## config.mk

```make
export PLATFORM = sky130hd
export DESIGN_NAME = flow_frame_sched_flat
export DESIGN_NICKNAME = d
export VERILOG_FILES = /design/src/rtl/flow_frame_sched_if.sv /design/src/rtl/flow_frame_sched.sv /design/src/flat_wrapper.sv
export SDC_FILE = /design/constraint.sdc
export NUM_CORES = 1
export LEC_CHECK = 0
export ABC_AREA = 1
export BUFFER_PORTS_ARGS = -buffer_cell sky130_fd_sc_hd__buf_2
export CAP_MARGIN = 40
export CELL_PAD_IN_SITES_DETAIL_PLACEMENT = 2
export CELL_PAD_IN_SITES_GLOBAL_PLACEMENT = 2
export CORE_ASPECT_RATIO = 1.4
export CORE_MARGIN = 2
export CORE_UTILIZATION = 24
export CTS_BUF_LIST = sky130_fd_sc_hd__clkbuf_2
export CTS_CLUSTER_DIAMETER = 100
export DETAILED_ROUTE_END_ITERATION = 8
export GPL_ROUTABILITY_DRIVEN = 0
export PLACE_DENSITY_LB_ADDON = 0.1
export SLEW_MARGIN = 20
export SYNTH_ARGS = -nofsm -noshare
export SYNTH_HDL_FRONTEND = slang
export SYNTH_SLANG_ARGS = --single-unit
```

## constraint.sdc

```tcl
create_clock -name clk -period 1.7 [get_ports clk]
set_input_delay 0.34 -clock clk [delete_from_list [all_inputs] [get_ports clk]]
set_output_delay 0.34 -clock clk [all_outputs]
set_load 0.02 [all_outputs]
```

## src/rtl/flow_frame_sched_if.sv

```systemverilog
// Handshake bundle between the camera writer, the reshaper and the frame scheduler.
// The master side drives the scheduler inputs; the slave side is the scheduler itself.
interface flow_frame_sched_if;
  logic       sched_en;
  logic       cam_frame_done;
  logic       cam_bank;
  logic       cam_ready;
  logic       rs_ena;
  logic       rs_wr_en;
  logic       rd_bank;
  logic       busy;
  logic       frame_done;
  logic       tmo_err;
  logic [7:0] drop_cnt;

  modport master (
    output sched_en, cam_frame_done, rs_wr_en,
    input  cam_bank, cam_ready, rs_ena, rd_bank, busy, frame_done, tmo_err, drop_cnt
  );

  modport slave (
    input  sched_en, cam_frame_done, rs_wr_en,
    output cam_bank, cam_ready, rs_ena, rd_bank, busy, frame_done, tmo_err, drop_cnt
  );
endinterface

```

## src/rtl/flow_frame_sched.sv

```systemverilog
// Frame scheduler with ping-pong ownership of a two-bank source buffer: the camera fills
// one bank while the reshaper consumes the other, with frame-drop counting and a watchdog.
module flow_frame_sched #(
  parameter int OUT_WORDS = 202800,
  parameter int CNT_W     = 18,
  parameter int TIMEOUT   = 300000,
  parameter int TMO_W     = 20
) (
  input logic               clk,
  input logic               rstn,
  flow_frame_sched_if.slave bus
);

  typedef enum logic [1:0] {IDLE, START, RUN, DONE} state_t;

  localparam logic [CNT_W-1:0] LAST_WORD = CNT_W'(OUT_WORDS - 1);
  localparam logic [TMO_W-1:0] LAST_TICK = TMO_W'(TIMEOUT - 1);

  state_t           state_reg;
  logic [1:0]       bank_full_reg;
  logic [1:0]       bank_full_next;
  logic             cam_bank_reg;
  logic             rd_bank_reg;
  logic             rs_ena_reg;
  logic             busy_reg;
  logic             frame_done_reg;
  logic             tmo_err_reg;
  logic [7:0]       drop_cnt_reg;
  logic [CNT_W-1:0] wcnt_reg;
  logic [TMO_W-1:0] tcnt_reg;

  logic cam_ready;
  logic set_full;
  logic clr_full;
  logic last_word;
  logic tmo_hit;

  // The camera may not target a bank that still holds an unread frame or is being read.
  assign cam_ready = ~bank_full_reg[cam_bank_reg] & ~(busy_reg & (rd_bank_reg == cam_bank_reg));

  assign set_full  = bus.cam_frame_done & cam_ready;
  assign last_word = bus.rs_wr_en & (wcnt_reg == LAST_WORD);
  assign tmo_hit   = (tcnt_reg == LAST_TICK);
  assign clr_full  = (state_reg == RUN) & (last_word | tmo_hit);

  // Fill and release never hit the same bank: a fill needs that bank to be out of use.
  for (genvar gi = 0; gi < 2; gi++) begin : g_bank
    assign bank_full_next[gi] = (set_full && cam_bank_reg == 1'(gi)) ? 1'b1 :
                                (clr_full && rd_bank_reg == 1'(gi))  ? 1'b0 :
                                bank_full_reg[gi];
  end

  always_ff @(posedge clk or negedge rstn) begin
    if (!rstn) begin
      state_reg      <= IDLE;
      bank_full_reg  <= 2'b00;
      cam_bank_reg   <= 1'b0;
      rd_bank_reg    <= 1'b0;
      rs_ena_reg     <= 1'b0;
      busy_reg       <= 1'b0;
      frame_done_reg <= 1'b0;
      tmo_err_reg    <= 1'b0;
      drop_cnt_reg   <= 8'd0;
      wcnt_reg       <= '0;
      tcnt_reg       <= '0;
    end else begin
      bank_full_reg  <= bank_full_next;
      rs_ena_reg     <= 1'b0;
      frame_done_reg <= 1'b0;

      if (set_full) begin
        cam_bank_reg <= ~cam_bank_reg;
      end else if (bus.cam_frame_done && drop_cnt_reg != 8'hFF) begin
        drop_cnt_reg <= drop_cnt_reg + 8'd1;
      end

      case (state_reg)
        IDLE: begin
          if (bus.sched_en && |bank_full_reg) begin
            state_reg   <= START;
            // Oldest full bank: the one the camera would otherwise overwrite next.
            rd_bank_reg <= bank_full_reg[cam_bank_reg] ? cam_bank_reg : ~cam_bank_reg;
            wcnt_reg    <= '0;
            tcnt_reg    <= '0;
            rs_ena_reg  <= 1'b1;
            busy_reg    <= 1'b1;
          end
        end
        START: begin
          state_reg <= RUN;
        end
        RUN: begin
          wcnt_reg <= wcnt_reg + CNT_W'(bus.rs_wr_en);
          tcnt_reg <= tcnt_reg + TMO_W'(1);
          if (last_word) begin
            state_reg      <= DONE;
            frame_done_reg <= 1'b1;
            busy_reg       <= 1'b0;
          end else if (tmo_hit) begin
            state_reg   <= DONE;
            tmo_err_reg <= 1'b1;
            busy_reg    <= 1'b0;
          end
        end
        DONE: begin
          state_reg <= IDLE;
        end
        default: begin
          state_reg <= IDLE;
        end
      endcase
    end
  end

  assign bus.cam_bank   = cam_bank_reg;
  assign bus.cam_ready  = cam_ready;
  assign bus.rs_ena     = rs_ena_reg;
  assign bus.rd_bank    = rd_bank_reg;
  assign bus.busy       = busy_reg;
  assign bus.frame_done = frame_done_reg;
  assign bus.tmo_err    = tmo_err_reg;
  assign bus.drop_cnt   = drop_cnt_reg;

endmodule

```

## src/flat_wrapper.sv

```systemverilog
// flat-port wrapper written by rule: the top's interface ports become plain ports
module flow_frame_sched_flat 
#(
  parameter int OUT_WORDS = 202800,
  parameter int CNT_W     = 18,
  parameter int TIMEOUT   = 300000,
  parameter int TMO_W     = 20
)
  (clk, rstn, bus_sched_en, bus_cam_frame_done, bus_rs_wr_en, bus_cam_bank, bus_cam_ready, bus_rs_ena, bus_rd_bank, bus_busy, bus_frame_done, bus_tmo_err, bus_drop_cnt);
  flow_frame_sched_if bus_i ();
  input logic clk;
  input logic rstn;
  input wire logic [$bits(bus_i.sched_en)-1:0] bus_sched_en;
  input wire logic [$bits(bus_i.cam_frame_done)-1:0] bus_cam_frame_done;
  input wire logic [$bits(bus_i.rs_wr_en)-1:0] bus_rs_wr_en;
  output wire logic [$bits(bus_i.cam_bank)-1:0] bus_cam_bank;
  output wire logic [$bits(bus_i.cam_ready)-1:0] bus_cam_ready;
  output wire logic [$bits(bus_i.rs_ena)-1:0] bus_rs_ena;
  output wire logic [$bits(bus_i.rd_bank)-1:0] bus_rd_bank;
  output wire logic [$bits(bus_i.busy)-1:0] bus_busy;
  output wire logic [$bits(bus_i.frame_done)-1:0] bus_frame_done;
  output wire logic [$bits(bus_i.tmo_err)-1:0] bus_tmo_err;
  output wire logic [$bits(bus_i.drop_cnt)-1:0] bus_drop_cnt;
  assign bus_i.sched_en = bus_sched_en;
  assign bus_i.cam_frame_done = bus_cam_frame_done;
  assign bus_i.rs_wr_en = bus_rs_wr_en;
  assign bus_cam_bank = bus_i.cam_bank;
  assign bus_cam_ready = bus_i.cam_ready;
  assign bus_rs_ena = bus_i.rs_ena;
  assign bus_rd_bank = bus_i.rd_bank;
  assign bus_busy = bus_i.busy;
  assign bus_frame_done = bus_i.frame_done;
  assign bus_tmo_err = bus_i.tmo_err;
  assign bus_drop_cnt = bus_i.drop_cnt;
  flow_frame_sched #(.OUT_WORDS(OUT_WORDS), .CNT_W(CNT_W), .TIMEOUT(TIMEOUT), .TMO_W(TMO_W)) u_core (.clk(clk), .rstn(rstn), .bus(bus_i));
endmodule
```

==> out/summary.txt <==
status: finished, violations left
failing checks: negative setup slack
drc violations: 0
fin worst setup slack: -78.40 ps
Setup-failing EPs final: 1
max-slew violation count: 0
multiplexer area fraction after synthesis: 0%
gr usage total: 16.46%
Hold Fails Final Rpt: 0
minimum clock period: 1778 ps
most common flop cell mapped by yosys: dfrtp_1
DR WL/cell: 16.33 µm
Clock transition at path regs: 320 ps
Worst-Margin Slew: 349.3 ps
Fmax: 562.3 MHz
fin nets: 577
row count: 51
#FFs+latches synth: 56
maxcap violations: 0
Final Non-Filler Cells: 753
die area: 15160 µm²
Post-Syn Area per Cell: 6.807 µm²
worst slack, placed: -33.96 ps
placed cell area: 3899 µm²
Reg2Reg Depth: 10
crit start category: register
Chip Width: 104.6 µm
placed insts: 721
Synth Area in XOR/XNOR: 2.316%
Tcrit/Tclk final: 104.6%
post-route ant nets: 0
peak per-stage delay on the critical path: 520 ps
Synth Net Count: 511
Largest register FFs: 20
Multi-input gate area: 1887 µm²
critical path arrival: 1440 ps
Vias/cell: 4.647
Yosys cell types: 27
Synth Area in Compound Gates: 6.250%
total power: 3461 µW
pin count of the biggest net entering global routing: 57
H-tree depth: 2
sequential area share after synthesis: 41.18%
vias post-DR: 3499
CTS buffer count: 5
Rel. slew slack: 76.72%
antenna violations before repair: 1
Initial DRC Count: 57
CP Class: reg -> out
clk sink count: 56
Mapped Area: 3403 µm²
Synth Area in Simple Gates: 40.26%
power density cells: 798.1 nW/µm²
die height: 144.9 µm
I/O pins: 20
CP cell instances: inv_2 -> nand2_1 -> nand3_1 -> nand2_2 -> inv_2 -> buf_6
Root Buffer: clkbuf_2
number of global-route vias before repair: 3853
Buffers on Ports: 19
area grow syn2layout: 27.43%
RSZ-0062 raised after global routing: true
Syn Inst Count: 500
commonest non-fill, non-tap cell in the layout: nand2_1
post-route cell area: 4337 µm²
largest family of logic cells by synthesized area: simple AND/OR/NAND/NOR gates
fillers: 1733
HP Class: in -> reg
Leak: 0.002211 µW
adder-cell share of the synthesized area: 2.206%
CTS max path bufs: 2
Layout Skew: 52.05 ps
final wirelength: 12.30 mm
FF/Latch Area: 1408 µm²
CP Capture Type: output port
commonest non-fill, non-tap cells in the layout: nand2_1, nor2_1, dfrtp_1, inv_1, nand3_1
Critical Path Slowest Stage Cell: dfrtp_2
Hold Path Stages: 3
Post-synth EDFFs: 0
Clock Latency Late Sink: 510 ps
grt ovf: 0
CTS tree: yes
Critical Path Most Common Cell: inv_2
core area: 13910 µm²
Peak VDD IR: 408.2 µV
first-pass GRT wire length: 19.51 mm
area leader, netlist: dfrtp_1
DP Wirelength: 8.865 mm
share of the synthesized area in the top cell type: 41.18%
CP Max Fanout: 5
Area contributors post-synth: dfrtp_1, nand2_1, nor2_1
synthesis warning total: 0
hold slack: 147.0 ps
critical path required time: 1360 ps
ys async rst share: 100.0%
layout cells sized above 1: 22.22%
Detailed Routing Iterations Pass 1: 4
Initial Util: 24.46%
[worst max-delay path: cells and delay by family, from the launching register on]
family | cells | cell delay (ps)
flops | 1 | 520
buf+inv | 3 | 220
simple gates | 3 | 200
[area by class of cell]
type / count / area share (%)
Inverter: 57 / 5.164
Multi-Input combinational cell: 378 / 43.51
Timing Repair Buffer: 68 / 12.46
Tap cell: 185 / 5.338
Clock inverter: 1 / 0.2020
Antenna cell: 1 / 0.05770
Clock buffer: 7 / 0.8078
Sequential cell: 56 / 32.46
[metal layers]
| layer | track usage (%) | part of all wire, % | up-vias |
|---|---|---|---|
| met5 | 0 | 0 | - |
| met3 | 1.612 | 0.96 | 8 |
| met4 | 4.491 | 1.4 | 0 |
| met2 | 34.98 | 58 | 16 |
| met1 | 16.79 | 39 | 1762 |
| li1 | - | - | 1713 |
[path summary, 6_finish.rpt]
path                                           from             endpoint  slack (ps)
min in group asynchronous                      rstn  u_core.wcnt_reg[13]         300
worst min-delay path                   bus_sched_en    u_core.bus.rs_ena         150
max in group asynchronous                      rstn  u_core.bus.cam_bank        1050
worst min register to register   u_core.bus.tmo_err   u_core.bus.tmo_err         510
worst max register to register  u_core.state_reg[0]  u_core.tcnt_reg[12]          10
worst max-delay path             u_core.bus.rd_bank        bus_cam_ready         -80
[per-stage QoR]
stage               setup TNS [ps]  util (%)
floorplan                        0         -
global placement            -27.58     28.03
detailed placement          -72.20     28.03
CTS                         -149.7     29.12
global route                -979.1     31.17
finish                      -78.40     31.17
[synthesized netlist by cell type (2+ instances only)]
cell and count:
dfrtp_1 56, and2_1 3, nor2_2 3, nand2_1 169, nand3_1 46, nand2_2 2
a21oi_1 16, clkbuf_1 2, o21bai_1 2, nand4_1 20, ha_1 6, xnor2_1 2
inv_2 5, buf_2 5, o21ai_1 4, nor3_1 3, inv_1 52, xor2_1 7
o21ai_0 17, nor2_1 73
[what timing repair did]
item                                    CTS  global route
pin swaps                                 4             9
hold buffers                              1             0
endpoints found under the setup margin   10            36
gates resized for setup                  18            47
setup buffers                             6            15
gates cloned                              0             2
hold endpoints to repair                 56             0
[report_power, final]
group / total [µW] / internal [µW] / switching, µW
sequential: 1700 / 1510 / 196
clock: 598 / 117 / 481
combinational: 1160 / 483 / 675
total: 3460 / 2110 / 1350
[cell families after synthesis]
| group | after synthesis |
|---|---|
| compound gates | 40 |
| xor+xnor | 9 |
| fa+ha+maj | 6 |
| buf+inv | 66 |
| flops | 56 |
| simple gates | 323 |
Note: power is estimated with default switching activity, not from simulation.
